### src/rtl/dif_pair_buf.sv
// Radix-2 DIF stage input commutator: buffers the first half of each N-sample
// block and presents (x[k], x[k+N/2]) to the butterfly as one L/R pair strobe.
module dif_pair_buf #(
    parameter int IN_W         = 10,
    parameter int STAGE        = 0,
    parameter int TOTAL_STAGES = 8
) (
    input  logic                   mclk,
    input  logic                   i_rst_n,
    input  logic                   i_init,
    input  logic                   i_vld,
    input  logic signed [IN_W-1:0] i_I,
    input  logic signed [IN_W-1:0] i_Q,
    output logic                   o_vld,
    output logic signed [IN_W-1:0] o_LI,
    output logic signed [IN_W-1:0] o_LQ,
    output logic signed [IN_W-1:0] o_RI,
    output logic signed [IN_W-1:0] o_RQ,
    output logic                   o_sop
);
    localparam int STAGE_FFT_LEN = 2**(TOTAL_STAGES-STAGE);
    localparam int HALF          = STAGE_FFT_LEN / 2;
    localparam int CW            = (STAGE_FFT_LEN > 2) ? $clog2(STAGE_FFT_LEN) : 1;
    localparam logic [CW-1:0] HALF_C = CW'(HALF);

    logic [CW-1:0]     cnt;
    logic              acc;
    logic              pair_ph;
    logic [2*IN_W-1:0] rd_data;

    assign acc     = i_vld & ~i_init;
    // N is a power of two, so cnt >= HALF is exactly the counter MSB
    assign pair_ph = cnt[CW-1];

    always_ff @(posedge mclk or negedge i_rst_n) begin
        if (!i_rst_n)    cnt <= '0;
        else if (i_init) cnt <= '0;
        else if (acc)    cnt <= cnt + 1'b1;
    end

    generate
        if (HALF == 1) begin : g_reg
            logic [2*IN_W-1:0] buf_q;
            always_ff @(posedge mclk)
                if (acc && !pair_ph) buf_q <= {i_I, i_Q};
            assign rd_data = buf_q;
        end else begin : g_mem
            localparam int AW = $clog2(HALF);
            logic [2*IN_W-1:0] mem [HALF];
            logic [AW-1:0]     addr;
            // low bits address both the fill write and the (cnt - HALF) read
            assign addr = cnt[AW-1:0];
            always_ff @(posedge mclk)
                if (acc && !pair_ph) mem[addr] <= {i_I, i_Q};
            assign rd_data = mem[addr];
        end
    endgenerate

    // stage 1: capture L from the buffer and R from the input
    logic              p1_vld;
    logic              p1_sop;
    logic [2*IN_W-1:0] p1_l;
    logic [2*IN_W-1:0] p1_r;

    always_ff @(posedge mclk or negedge i_rst_n) begin
        if (!i_rst_n) begin
            p1_vld <= 1'b0;
            p1_sop <= 1'b0;
            p1_l   <= '0;
            p1_r   <= '0;
        end else begin
            p1_vld <= acc & pair_ph;
            p1_sop <= acc & pair_ph & (cnt == HALF_C);
            if (acc && pair_ph) begin
                p1_l <= rd_data;
                p1_r <= {i_I, i_Q};
            end
        end
    end

    // stage 2: a flush here kills the pair in flight; data outputs hold
    always_ff @(posedge mclk or negedge i_rst_n) begin
        if (!i_rst_n) begin
            o_vld <= 1'b0;
            o_sop <= 1'b0;
            o_LI  <= '0;
            o_LQ  <= '0;
            o_RI  <= '0;
            o_RQ  <= '0;
        end else begin
            o_vld <= p1_vld & ~i_init;
            o_sop <= p1_sop & ~i_init;
            if (p1_vld && !i_init) begin
                {o_LI, o_LQ} <= p1_l;
                {o_RI, o_RQ} <= p1_r;
            end
        end
    end
endmodule

### config.mk
export PLATFORM = sky130hd
export DESIGN_NAME = dif_pair_buf
export DESIGN_NICKNAME = d
export VERILOG_FILES = /design/src/rtl/dif_pair_buf.sv
export SDC_FILE = /design/constraint.sdc
export NUM_CORES = 2
export LEC_CHECK = 0
export CAP_MARGIN = 10
export CORE_MARGIN = 2
export CORE_UTILIZATION = 30
export DETAILED_ROUTE_END_ITERATION = 8
export GPL_ROUTABILITY_DRIVEN = 0
export MAX_ROUTING_LAYER = met4
export PLACE_DENSITY = 0.45
export SYNTH_ARGS = -nofsm -noshare
export SYNTH_HDL_FRONTEND = slang
export SYNTH_SLANG_ARGS = --single-unit
### constraint.sdc
create_clock -name mclk -period 10 [get_ports mclk]
set_clock_uncertainty 0.05 [all_clocks]
set_input_delay 2 -clock mclk [delete_from_list [all_inputs] [get_ports mclk]]
set_output_delay 2 -clock mclk [all_outputs]
set_load 0.02 [all_outputs]
==> implementation parameters <==
Parameter                              Value

Run status
  Status    complete, no violations

Clocking
  Quantity of gates resized following cts    0
  Post-CTS repair timing setup buffer count    0
  Number of buffers on the longest clock path    4
  Clk sinks    2652
  Num CTS Buffers    289
  Depth of the CTS H-tree    5
  Root cell of the clock tree    sky130_fd_sc_hd__clkbuf_16
  Hold bufs inserted after CTS    0
  Clk_lat worst skew    870 ps
  CTS clock-pin slew for the worst setup and hold paths    60 ps
  TritonCTS clock tree    done

Hold path
  Hold Crit Class    flip-flop to flip-flop
  Worst hold path startpoint    p1_r[16]

Routing
  DRC viols    0
  Initial drt markers    7134
  Final wirelength    344.4 mm
  Count of TritonRoute iterations in the first routing pass    5
  Vias post-DR    54870
  Routed via count divided by cell count    5.369
  Number of nets with antenna violations after routing    0
  Average wire per standard cell    33.69 um

Setup path
  Critical Path Fanout Max    20
  Worst setup path class    primary input to flip-flop
  Startpoint of the lowest-slack register-to-register path    cnt[0]
  Critical Path Start Type    primary input
  Critical Path Sink    g_mem.mem[99][0]
  Worst reg-to-reg setup slack    4930 ps
  Worst Setup End Kind    flip-flop
  Required @ worst endpoint    10390 ps
  Launching instance or port of the critical path    i_init
  Critical path data arrival time    6120 ps
  Depth of the most critical reg-to-reg path    8
  End of the worst register-to-register path    p1_l[0]

Floorplanning
  Die outline width    584.6 um
  Number of placement rows    213
  Height of the chip    584.6 um
  Number of placed I/O pins    66
  Starting Density    30.10%
  DIE AREA    341800 um^2
  Area of the core    336100 um^2

Yosys
  Number of enable-type register cells in the synthesized netlist    2560
  Flip-flop and latch count after synthesis    2652
  Cell Area, Synth    101100 um^2
  Synthesized net count    5255
  Average size of a mapped cell    19.34 um^2
  Share of flip-flops with an asynchronous set or reset after synthesis    3.469%
  Count of warnings emitted by yosys    0
  Most used flip-flop cell after synthesis    sky130_fd_sc_hd__edfxtp_1
  Part of the Yosys area used for sequential elements    78.28%
  Post-Synthesis Cells    5229
  Netlist cell types    78

STA
  Post-route setup TNS    0 ps
  Relative slew slack    9.495%
  RSZ-0062 raised after global routing    false
  Final worst path period share    57.25%
  Min cycle time layout    5725 ps
  Slew Limit Fails    0
  Worst slew pin tran    1323 ps
  Final Hold Viols    0
  Peak clock frequency supported by timing    174.7 MHz
  Final setup viols    0

Layout
  Area used by sequential logic in the layout    79190 um^2
  FILL cells    31580
  Fin nets    5519
  Area of the multi-input gates    20580 um^2
  Proportion of layout cells with a drive suffix above 1    21.46%
  Area added between synthesis and finish    15.56%
  Number of non-filler instances in the completed layout    10220

GRT
  First-pass GRT wire length    468.7 mm
  Largest net degree at the start of global routing    96
  Combined global-route utilization of all metal layers    20.36%
  Total overflow reported by the global router    0
  Number of global-route vias before repair    53480
  Number of antenna violations at the first check in global routing    26

Place
  Placed insts    9707
  Total half-perimeter wirelength after legalization and detailed placement    207.7 mm
  Port Buffers    65

Power and ir drop
  P per Cell Area    202.2 nW/um^2
  Leakage power    35.66 nW
  Worst IR Drop VDD    126.6 uV

Job
  Count of maximum capacitance violations    0
-- registers in the layout, indices dropped and copies added (netlist names) --
register,flops
o_RI,10
o_LQ,10
p1_vld,1
g_mem.mem,2560
p1_r,20
o_RQ,10
p1_sop,1
o_vld,1
o_LI,10
o_sop,1
cnt,8
p1_l,20
-- worst max-delay path, cell delays in order --
cell and delay [ps]:
sky130_fd_sc_hd__clkdlybuf4s50_1 850, sky130_fd_sc_hd__nor3b_1 1060, sky130_fd_sc_hd__nand2_1 610, sky130_fd_sc_hd__buf_4 490, sky130_fd_sc_hd__nor2_2 1030
-- report_power, final --
| group | total (mW) | switching, mW | internal (mW) |
|---|---|---|---|
| clock network | 10.1 | 4.32 | 5.75 |
| logic | 1.35 | 0.979 | 0.372 |
| registers | 12.2 | 0.0185 | 12.2 |
| total | 23.6 | 5.32 | 18.3 |
-- per-stage QoR --
step / total power [mW] / cell area (um^2) / hold slack (ps) / worst slack (ps) / util, %
after floorplan: 13.07 / 101100 / 388.5 / 5419 / -
after global placement: 13.80 / 108000 / 409.7 / 3600 / 32.15
after detailed placement: 13.81 / 108100 / 414.6 / 3522 / 32.15
after CTS: 23.83 / 116700 / 428.6 / 4418 / 34.72
after global routing: 24.26 / 116900 / 460.2 / 4139 / 34.77
final: 23.63 / 116900 / 424.8 / 4275 / 34.78
-- synthesized netlist by cell type (12+ instances only) --
cell,n,area share (%)
sky130_fd_sc_hd__nor2_1,274,1.0
sky130_fd_sc_hd__a22o_1,43,0.37
sky130_fd_sc_hd__buf_1,36,0.13
sky130_fd_sc_hd__o21ai_0,156,0.77
sky130_fd_sc_hd__clkbuf_1,121,0.45
sky130_fd_sc_hd__o211ai_1,25,0.19
sky130_fd_sc_hd__nand2b_1,13,0.080
sky130_fd_sc_hd__nand3_1,28,0.14
sky130_fd_sc_hd__o221a_2,12,0.13
sky130_fd_sc_hd__dfrtp_1,92,2.3
sky130_fd_sc_hd__mux4_2,309,6.9
sky130_fd_sc_hd__a31oi_1,30,0.19
sky130_fd_sc_hd__nor3_1,21,0.10
sky130_fd_sc_hd__o22ai_1,15,0.093
sky130_fd_sc_hd__edfxtp_1,2560,76
sky130_fd_sc_hd__a221o_1,42,0.42
sky130_fd_sc_hd__nor4_1,15,0.093
sky130_fd_sc_hd__buf_2,123,0.61
sky130_fd_sc_hd__a22oi_1,91,0.68
sky130_fd_sc_hd__a21oi_1,143,0.71
sky130_fd_sc_hd__nand2_1,220,0.82
sky130_fd_sc_hd__a2111oi_0,26,0.23
sky130_fd_sc_hd__o221ai_1,18,0.16
sky130_fd_sc_hd__a221oi_1,322,2.8
sky130_fd_sc_hd__buf_4,45,0.33
sky130_fd_sc_hd__mux2_2,97,1.1
sky130_fd_sc_hd__buf_6,23,0.26
sky130_fd_sc_hd__mux2i_1,164,1.6
-- cells in the final DEF (no fill, tap or decap), types with 23 or more instances in the layout --
master | Yosys | routed
sky130_fd_sc_hd__a2111oi_0 | 26 | 23
sky130_fd_sc_hd__a21oi_1 | 143 | 143
sky130_fd_sc_hd__a221o_1 | 42 | 42
sky130_fd_sc_hd__a221oi_1 | 322 | 322
sky130_fd_sc_hd__a22o_1 | 43 | 43
sky130_fd_sc_hd__a22oi_1 | 91 | 91
sky130_fd_sc_hd__a31oi_1 | 30 | 30
sky130_fd_sc_hd__buf_4 | 45 | 258
sky130_fd_sc_hd__clkbuf_1 | 121 | 71
sky130_fd_sc_hd__clkbuf_16 | 0 | 298
sky130_fd_sc_hd__clkdlybuf4s50_1 | 0 | 44
sky130_fd_sc_hd__clkinv_1 | 2 | 67
sky130_fd_sc_hd__clkinv_2 | 0 | 26
sky130_fd_sc_hd__dfrtp_1 | 92 | 87
sky130_fd_sc_hd__edfxtp_1 | 2560 | 2560
sky130_fd_sc_hd__mux2_2 | 97 | 97
sky130_fd_sc_hd__mux2i_1 | 164 | 164
sky130_fd_sc_hd__mux4_2 | 309 | 309
sky130_fd_sc_hd__nand2_1 | 220 | 218
sky130_fd_sc_hd__nand3_1 | 28 | 28
sky130_fd_sc_hd__nor2_1 | 274 | 142
sky130_fd_sc_hd__nor2_2 | 2 | 131
sky130_fd_sc_hd__o211ai_1 | 25 | 25
sky130_fd_sc_hd__o21ai_0 | 156 | 156
-- cell type report --
cell class	count	share of cell area [%]
flip-flops and latches	2652	67.76
multi-input cells	2221	17.61
clock buffers	369	6.608
well taps	4515	4.833
repair buffers	322	2.346
clock inverters	123	0.7879
inverters	7	0.03319
diodes	12	0.02569
-- per-layer routing --
layer / track usage (%) / wire length, um / part of all wire [%] / vias up
li1: - / - / - / 22350
met1: 27.62 / 146900 / 43 / 29900
met2: 32.27 / 165700 / 48 / 2168
met3: 2.903 / 22710 / 6.6 / 453
met4: 4.974 / 9126 / 2.6 / 0
met5: - / 0 / 0 / -
-- logic make-up (layout without fill, tap and decap cells) --
family | count (synthesis) | in the layout | synth area share [%]
other | 0 | 12 | 0
xor gates and xnor gates | 4 | 4 | 0.03463
adders and majority gates | 2 | 2 | 0.02474
DFF | 2652 | 2652 | 78.28
and+or+nand+nor | 633 | 633 | 2.677
AOI/OAI and AO/OA | 1006 | 1006 | 7.435
buffers and inverters | 356 | 821 | 1.822
muxes | 576 | 576 | 9.725
-- worst min path at each step --
stage / end / slack, ps / cells after the start
global route: p1_r[15] / 460 / 2
floorplan: o_sop / 390 / 1
CTS: o_sop / 430 / 1
detailed placement: p1_r[16] / 410 / 2
global placement: p1_r[11] / 410 / 2
finish: p1_r[16] / 420 / 2
(Power assumes the default switching activity.)
